## src/rtl/fib_arbiter_if.sv

```systemverilog
// Requester and fib-unit signal bundle for fib_arbiter.
//   slave  : arbiter side (takes req/req_n and fib_done/result/overflow,
//            drives ack, rsp_*, busy, fib_go, fib_n)
//   master : requester/fib-unit side (the opposite directions)
interface fib_arbiter_if #(
  parameter int unsigned NUM_REQ      = 4,
  parameter int unsigned INPUT_WIDTH  = 6,
  parameter int unsigned OUTPUT_WIDTH = 32
);
  logic [NUM_REQ-1:0]             req;
  logic [NUM_REQ*INPUT_WIDTH-1:0] req_n;
  logic [NUM_REQ-1:0]             ack;
  logic [NUM_REQ-1:0]             rsp_valid;
  logic [OUTPUT_WIDTH-1:0]        rsp_result;
  logic                           rsp_overflow;
  logic                           rsp_error;
  logic                           busy;
  logic                           fib_go;
  logic [INPUT_WIDTH-1:0]         fib_n;
  logic                           fib_done;
  logic [OUTPUT_WIDTH-1:0]        fib_result;
  logic                           fib_overflow;

  modport slave (
    input  req, req_n, fib_done, fib_result, fib_overflow,
    output ack, rsp_valid, rsp_result, rsp_overflow, rsp_error, busy, fib_go, fib_n
  );

  modport master (
    output req, req_n, fib_done, fib_result, fib_overflow,
    input  ack, rsp_valid, rsp_result, rsp_overflow, rsp_error, busy, fib_go, fib_n
  );
endinterface

```

## src/rtl/fib_arbiter.sv

```systemverilog
// Round-robin sharing of one fib unit between NUM_REQ requesters, with a
// go/done sequencer and a watchdog that answers with an error response.
//   clk_i  : clock, posedge
//   rst_ni : asynchronous active-low reset
//   bus    : fib_arbiter_if.slave (requests, responses, fib-unit handshake)
// All outputs are registered.
module fib_arbiter #(
  parameter int unsigned NUM_REQ        = 4,
  parameter int unsigned INPUT_WIDTH    = 6,
  parameter int unsigned OUTPUT_WIDTH   = 32,
  parameter int unsigned TIMEOUT_CYCLES = 1024
) (
  input  logic          clk_i,
  input  logic          rst_ni,
  fib_arbiter_if.slave  bus
);
  localparam int unsigned IDX_W = $clog2(NUM_REQ);
  localparam int unsigned CNT_W = $clog2(TIMEOUT_CYCLES + 1);
  localparam logic [CNT_W-1:0] TMO_LAST = CNT_W'(TIMEOUT_CYCLES - 1);

  typedef enum logic [2:0] {
    IDLE      = 3'd0,
    START     = 3'd1,
    WAIT_CLR  = 3'd2,
    WAIT_DONE = 3'd3,
    RESP      = 3'd4
  } state_e;

  state_e                  state_q, state_d;
  logic [IDX_W-1:0]        ptr_q, ptr_d;
  logic [IDX_W-1:0]        win_q, win_d;
  logic [CNT_W-1:0]        cnt_q, cnt_d;
  logic [NUM_REQ-1:0]      ack_q, ack_d;
  logic [NUM_REQ-1:0]      rsp_valid_q, rsp_valid_d;
  logic [OUTPUT_WIDTH-1:0] rsp_result_q, rsp_result_d;
  logic                    rsp_ovf_q, rsp_ovf_d;
  logic                    rsp_err_q, rsp_err_d;
  logic                    busy_q, busy_d;
  logic                    go_q, go_d;
  logic [INPUT_WIDTH-1:0]  fib_n_q, fib_n_d;

  logic                    found_c;
  logic [IDX_W-1:0]        pick_c;
  logic [IDX_W-1:0]        idx_c;
  logic [INPUT_WIDTH-1:0]  operand_c;

  // Round-robin pick: first set req bit scanning upward from the pointer.
  always_comb begin
    found_c = 1'b0;
    pick_c  = '0;
    idx_c   = '0;
    for (int unsigned i = 0; i < NUM_REQ; i++) begin
      idx_c = IDX_W'((32'(ptr_q) + i) % NUM_REQ);
      if (!found_c && bus.req[idx_c]) begin
        found_c = 1'b1;
        pick_c  = idx_c;
      end
    end
  end

  // Operand slice of the picked requester (constant-base selects only).
  always_comb begin
    operand_c = '0;
    for (int unsigned i = 0; i < NUM_REQ; i++) begin
      if (32'(pick_c) == i) begin
        operand_c = bus.req_n[i*INPUT_WIDTH +: INPUT_WIDTH];
      end
    end
  end

  // Next-state and output logic.
  always_comb begin
    state_d      = state_q;
    ptr_d        = ptr_q;
    win_d        = win_q;
    cnt_d        = cnt_q;
    ack_d        = '0;
    rsp_valid_d  = '0;
    go_d         = 1'b0;
    fib_n_d      = fib_n_q;
    rsp_result_d = rsp_result_q;
    rsp_ovf_d    = rsp_ovf_q;
    rsp_err_d    = rsp_err_q;

    unique case (state_q)
      IDLE: begin
        if (found_c) begin
          ack_d   = NUM_REQ'(1) << pick_c;
          go_d    = 1'b1;
          fib_n_d = operand_c;
          win_d   = pick_c;
          ptr_d   = IDX_W'((32'(pick_c) + 32'd1) % NUM_REQ);
          cnt_d   = '0;
          state_d = START;
        end
      end
      START: begin
        state_d = WAIT_CLR;
      end
      WAIT_CLR: begin
        // A done left high by the previous job must fall before we trust it.
        cnt_d = cnt_q + CNT_W'(1);
        if (cnt_q == TMO_LAST) begin
          rsp_valid_d  = NUM_REQ'(1) << win_q;
          rsp_result_d = '0;
          rsp_ovf_d    = 1'b0;
          rsp_err_d    = 1'b1;
          state_d      = RESP;
        end else if (!bus.fib_done) begin
          state_d = WAIT_DONE;
        end
      end
      WAIT_DONE: begin
        // A completion on the timeout cycle wins over the error response.
        cnt_d = cnt_q + CNT_W'(1);
        if (bus.fib_done) begin
          rsp_valid_d  = NUM_REQ'(1) << win_q;
          rsp_result_d = bus.fib_result;
          rsp_ovf_d    = bus.fib_overflow;
          rsp_err_d    = 1'b0;
          state_d      = RESP;
        end else if (cnt_q == TMO_LAST) begin
          rsp_valid_d  = NUM_REQ'(1) << win_q;
          rsp_result_d = '0;
          rsp_ovf_d    = 1'b0;
          rsp_err_d    = 1'b1;
          state_d      = RESP;
        end
      end
      RESP: begin
        state_d = IDLE;
      end
      default: begin
        state_d = IDLE;
      end
    endcase

    busy_d = (state_d != IDLE);
  end

  // State and output registers.
  always_ff @(posedge clk_i or negedge rst_ni) begin
    if (!rst_ni) begin
      state_q      <= IDLE;
      ptr_q        <= '0;
      win_q        <= '0;
      cnt_q        <= '0;
      ack_q        <= '0;
      rsp_valid_q  <= '0;
      rsp_result_q <= '0;
      rsp_ovf_q    <= 1'b0;
      rsp_err_q    <= 1'b0;
      busy_q       <= 1'b0;
      go_q         <= 1'b0;
      fib_n_q      <= '0;
    end else begin
      state_q      <= state_d;
      ptr_q        <= ptr_d;
      win_q        <= win_d;
      cnt_q        <= cnt_d;
      ack_q        <= ack_d;
      rsp_valid_q  <= rsp_valid_d;
      rsp_result_q <= rsp_result_d;
      rsp_ovf_q    <= rsp_ovf_d;
      rsp_err_q    <= rsp_err_d;
      busy_q       <= busy_d;
      go_q         <= go_d;
      fib_n_q      <= fib_n_d;
    end
  end

  assign bus.ack          = ack_q;
  assign bus.rsp_valid    = rsp_valid_q;
  assign bus.rsp_result   = rsp_result_q;
  assign bus.rsp_overflow = rsp_ovf_q;
  assign bus.rsp_error    = rsp_err_q;
  assign bus.busy         = busy_q;
  assign bus.fib_go       = go_q;
  assign bus.fib_n        = fib_n_q;
endmodule

```

## src/flat_wrapper.sv

```systemverilog
// flat-port wrapper written by rule: the top's interface ports become plain ports
module fib_arbiter_flat 
#(
  parameter int unsigned NUM_REQ        = 4,
  parameter int unsigned INPUT_WIDTH    = 6,
  parameter int unsigned OUTPUT_WIDTH   = 32,
  parameter int unsigned TIMEOUT_CYCLES = 1024
)
  (clk_i, rst_ni, bus_req, bus_req_n, bus_fib_done, bus_fib_result, bus_fib_overflow, bus_ack, bus_rsp_valid, bus_rsp_result, bus_rsp_overflow, bus_rsp_error, bus_busy, bus_fib_go, bus_fib_n);
  fib_arbiter_if #(.NUM_REQ(NUM_REQ), .INPUT_WIDTH(INPUT_WIDTH), .OUTPUT_WIDTH(OUTPUT_WIDTH)) bus_i ();
  input  logic clk_i;
  input  logic rst_ni;
  input wire logic [$bits(bus_i.req)-1:0] bus_req;
  input wire logic [$bits(bus_i.req_n)-1:0] bus_req_n;
  input wire logic [$bits(bus_i.fib_done)-1:0] bus_fib_done;
  input wire logic [$bits(bus_i.fib_result)-1:0] bus_fib_result;
  input wire logic [$bits(bus_i.fib_overflow)-1:0] bus_fib_overflow;
  output wire logic [$bits(bus_i.ack)-1:0] bus_ack;
  output wire logic [$bits(bus_i.rsp_valid)-1:0] bus_rsp_valid;
  output wire logic [$bits(bus_i.rsp_result)-1:0] bus_rsp_result;
  output wire logic [$bits(bus_i.rsp_overflow)-1:0] bus_rsp_overflow;
  output wire logic [$bits(bus_i.rsp_error)-1:0] bus_rsp_error;
  output wire logic [$bits(bus_i.busy)-1:0] bus_busy;
  output wire logic [$bits(bus_i.fib_go)-1:0] bus_fib_go;
  output wire logic [$bits(bus_i.fib_n)-1:0] bus_fib_n;
  assign bus_i.req = bus_req;
  assign bus_i.req_n = bus_req_n;
  assign bus_i.fib_done = bus_fib_done;
  assign bus_i.fib_result = bus_fib_result;
  assign bus_i.fib_overflow = bus_fib_overflow;
  assign bus_ack = bus_i.ack;
  assign bus_rsp_valid = bus_i.rsp_valid;
  assign bus_rsp_result = bus_i.rsp_result;
  assign bus_rsp_overflow = bus_i.rsp_overflow;
  assign bus_rsp_error = bus_i.rsp_error;
  assign bus_busy = bus_i.busy;
  assign bus_fib_go = bus_i.fib_go;
  assign bus_fib_n = bus_i.fib_n;
  fib_arbiter #(.NUM_REQ(NUM_REQ), .INPUT_WIDTH(INPUT_WIDTH), .OUTPUT_WIDTH(OUTPUT_WIDTH), .TIMEOUT_CYCLES(TIMEOUT_CYCLES)) u_core (.clk_i(clk_i), .rst_ni(rst_ni), .bus(bus_i));
endmodule
```

## config.mk

```make
export PLATFORM = sky130hd
export DESIGN_NAME = fib_arbiter_flat
export DESIGN_NICKNAME = d
export VERILOG_FILES = /design/src/rtl/fib_arbiter_if.sv /design/src/rtl/fib_arbiter.sv /design/src/flat_wrapper.sv
export SDC_FILE = /design/constraint.sdc
export NUM_CORES = 1
export LEC_CHECK = 0
export ABC_AREA = 1
export CORE_MARGIN = 5
export CORE_UTILIZATION = 30
export CTS_BUF_LIST = sky130_fd_sc_hd__clkbuf_2 sky130_fd_sc_hd__clkbuf_4 sky130_fd_sc_hd__clkbuf_8
export DETAILED_ROUTE_END_ITERATION = 6
export PLACE_DENSITY = 0.56
export SYNTH_ARGS = -nofsm -noshare
export SYNTH_HDL_FRONTEND = slang
export SYNTH_SLANG_ARGS = --single-unit
```

## constraint.sdc

```tcl
create_clock -name clk_i -period 3.1 [get_ports clk_i]
set_clock_uncertainty 0.15 [all_clocks]
set_input_delay 0.465 -clock clk_i [delete_from_list [all_inputs] [get_ports clk_i]]
set_output_delay 0.465 -clock clk_i [all_outputs]
set_load 0.1 [all_outputs]
```

==> results.py <==
metrics = {
    "route": {
        "drc": 0,
        "wl_per_cell_um": 13.5,
        "vias": 2936,
        "via_per_inst": 4.45,
        "drtPass1Iterations": 4,
        "drt_iter0_drc": 116,
        "wirelength_um": 8910,
        "ant_nets": 0,
    },
    "placement": {
        "hpwl_um": 6450,
        "io_buffers": 113,
        "routabilityCongestion": 0.829,
    },
    "critical_path": {
        "path_class": "reg2reg",
        "crit_path_start_kind": "flip-flop",
        "arrival_ns": 2.82,
        "critical_path_required_ns": 3.24,
        "crit_path_end_kind": "flip-flop",
        "cp_max_fo": 10,
    },
    "outcome": {
        "status": "completed",
    },
    "die": {
        "die-area_sq_um": 13200,
        "ios": 114,
        "start_util_pct": 30.6,
        "coreArea_sq_um": 10800,
        "fp.dieH_um": 115,
        "die_w_um": 115,
        "rows": 38,
    },
    "hold_path": {
        "hp-class": "reg2reg",
    },
    "global_routing": {
        "grt-ovfl-total": 0,
        "antenna_found_initial": 0,
        "grt_pass1_vias": 2944,
        "grt_pass1_wl_um": 14700,
        "grt_max_degree": 69,
        "track_usage_pct": 14.2,
    },
    "clock_tree": {
        "clock-sinks": 68,
        "clk_pin_slew_ns": 0.08,
        "clock_latency_ns": 0.35,
        "h-tree-depth": 3,
        "hold_buffers": 1,
        "clk_path_buf_depth": 2,
        "root_buffer": "clkbuf_8",
        "cts_resized": 0,
        "numCtsBuffers": 9,
        "post-cts-setup-buffer-count": 0,
        "cts_tree": "built",
    },
    "timing": {
        "setup_viol": 0,
        "fin_tns_setup_ns": 0,
        "fmax_mhz": 373,
        "finalMaxSlewViolations": 0,
        "worstMarginPinSlew_ns": 0.933,
        "max_slew_margin_pct": 37.6,
        "min_period_ns": 2.68,
        "rsz0062_at_grt": "no",
        "hold_viol": 0,
        "post-route-period-util_pct": 86.5,
    },
    "yosys": {
        "yosys_warnings": 0,
        "ys_seq_area_share_pct": 51.5,
        "synth_area_sq_um": 3300,
        "avgSynthCellArea_sq_um": 8.28,
        "yosys_register_bits": 68,
        "syn_nets": 468,
        "synthCells": 399,
        "synth.distinct_cells": 29,
    },
    "finish": {
        "multi_input_area_sq_um": 1340,
        "area_growth_pct": 42.2,
        "register_area_sq_um": 1700,
        "nNetsFinal": 584,
        "post-route-util_pct": 43.5,
        "n_antenna_cell": 0,
        "drive_gt1_share_pct": 20.4,
        "final.fill_count": 1074,
    },
    "run": {
        "cap_violations": 0,
    },
}
area by class of cell:
| class | count | area share, % |
|---|---|---|
| sequential | 68 | 36.2 |
| multi-input combinational | 270 | 28.5 |
| clock buffer | 11 | 3.22 |
| inverter | 47 | 3.86 |
| timing repair buffer | 119 | 22.6 |
| tap | 140 | 3.73 |
| clock inverter | 5 | 1.79 |
routing by layer:
layer	part of all wire, %	vias up	GRT usage [%]	wire length, um
li1	-	1494	-	-
met1	43	1386	18.0	3860
met2	51	47	23.7	4570
met3	3.6	9	1.89	325
met4	1.8	0	7.28	159
met5	0	-	0	0
cells in the final DEF, fill, tap and decap left out:
master and instances:
inv_2 1, a21boi_0 1, a21oi_1 8, clkinv_4 1, or2_2 17, buf_2 1, nand2_4 1, ha_1 5
buf_4 54, nand3_2 1, buf_12 1, dlygate4sd3_1 1, o31ai_1 1, clkinvlp_4 2, inv_4 2, dfrtp_1 68
nand3b_1 1, nand4_1 2, nor3_1 6, nand2_2 4, xnor2_1 2, nor2_4 1, nor2_2 7, o21ai_0 23
xor2_1 3, o211ai_1 17, nand3_1 30, clkbuf_8 11, clkdlybuf4s50_1 62, nand2_1 122, and2_1 1, bufinv_16 2
nor2_1 17, inv_1 44
cell families (layout without fill, tap and decap cells):
group / count (synthesis) / in the layout / synth area share (%)
simple gates: 210 / 210 / 28.3
flops: 68 / 68 / 51.5
buf+inv: 61 / 182 / 7.88
compound gates: 50 / 50 / 9.02
fa+ha+maj: 5 / 5 / 1.89
xor+xnor: 5 / 5 / 1.33
worst max-delay path: stages (launching register included):
cell and delay [ns]:
dfrtp_1 0.55, inv_4 0.09, nand2_1 0.07, nand2_1 0.08, nand2_2 0.10, nand2_2 0.07
nor2_4 0.11, nand3_2 0.11, nand3_1 0.16, inv_1 0.08, ha_1 0.21, nor2_1 0.32
nand2_1 0.09, nand2_1 0.06, o21ai_0 0.06, o21ai_0 0.16, nand2_1 0.07, nand2_1 0.06
registers in the layout (all words and copies together) (netlist names):
register / cells
u_core.bus.fib_n: 6
u_core.bus.rsp_result: 32
u_core.bus.ack: 4
u_core.bus.fib_go: 1
u_core.cnt_q: 11
u_core.bus.busy: 1
u_core.bus.rsp_valid: 4
u_core.state_q: 3
u_core.ptr_q: 2
u_core.bus.rsp_overflow: 1
u_core.bus.rsp_error: 1
u_core.win_q: 2
cell usage after synthesis, drive strengths merged:
| library cell | number | area [sq um] |
|---|---|---|
| a21boi | 1 | 7.51 |
| nor2 | 25 | 119 |
| nand3 | 31 | 160 |
| or2 | 17 | 106 |
| o31ai | 1 | 7.51 |
| o211ai | 17 | 128 |
| xnor2 | 2 | 17.5 |
| and2 | 1 | 6.26 |
| xor2 | 3 | 26.3 |
| o21ai | 23 | 115 |
| inv | 47 | 181 |
| a21oi | 8 | 40.0 |
| nor3 | 6 | 30.0 |
| nand4 | 2 | 12.5 |
| ha | 5 | 62.6 |
| nand3b | 1 | 7.51 |
| clkbuf | 5 | 18.8 |
| buf | 9 | 60.1 |
| nand2 | 127 | 494 |
| dfrtp | 68 | 1700 |
final timing paths:
| path | startpoint | end | slack [ns] | depth (start not counted) |
|---|---|---|---|---|
| worst max-delay path | u_core.ptr_q[0] | u_core.bus.fib_n[0] | 0.42 | 17 |
| worst min-delay path | u_core.win_q[0] | u_core.bus.rsp_valid[2] | 0.32 | 1 |
| worst max register to register | u_core.ptr_q[0] | u_core.bus.fib_n[0] | 0.42 | 17 |
| worst min register to register | u_core.win_q[0] | u_core.bus.rsp_valid[2] | 0.32 | 1 |
| max in group asynchronous | rst_ni | u_core.bus.ack[0] | 1.98 | 3 |
| min in group asynchronous | rst_ni | u_core.bus.rsp_result[1] | 0.51 | 3 |
metrics by stage:
stage / area (sq um) / hold slack, ns / worst slack, ns / instances
detailed placement: 4450 / 0.308 / 0.0945 / 643
floorplan: 3300 / 0.0194 / 0.636 / 399
global placement: 4450 / 0.310 / 0.168 / 643
global route: 4690 / 0.356 / 0.00367 / 660
CTS: 4690 / 0.328 / 0.403 / 660
finish: 4690 / 0.320 / 0.420 / 660
Power is left out: the tool's default activity adds up to more than one toggle a clock period on the data nets, which glitch-free logic cannot reach.
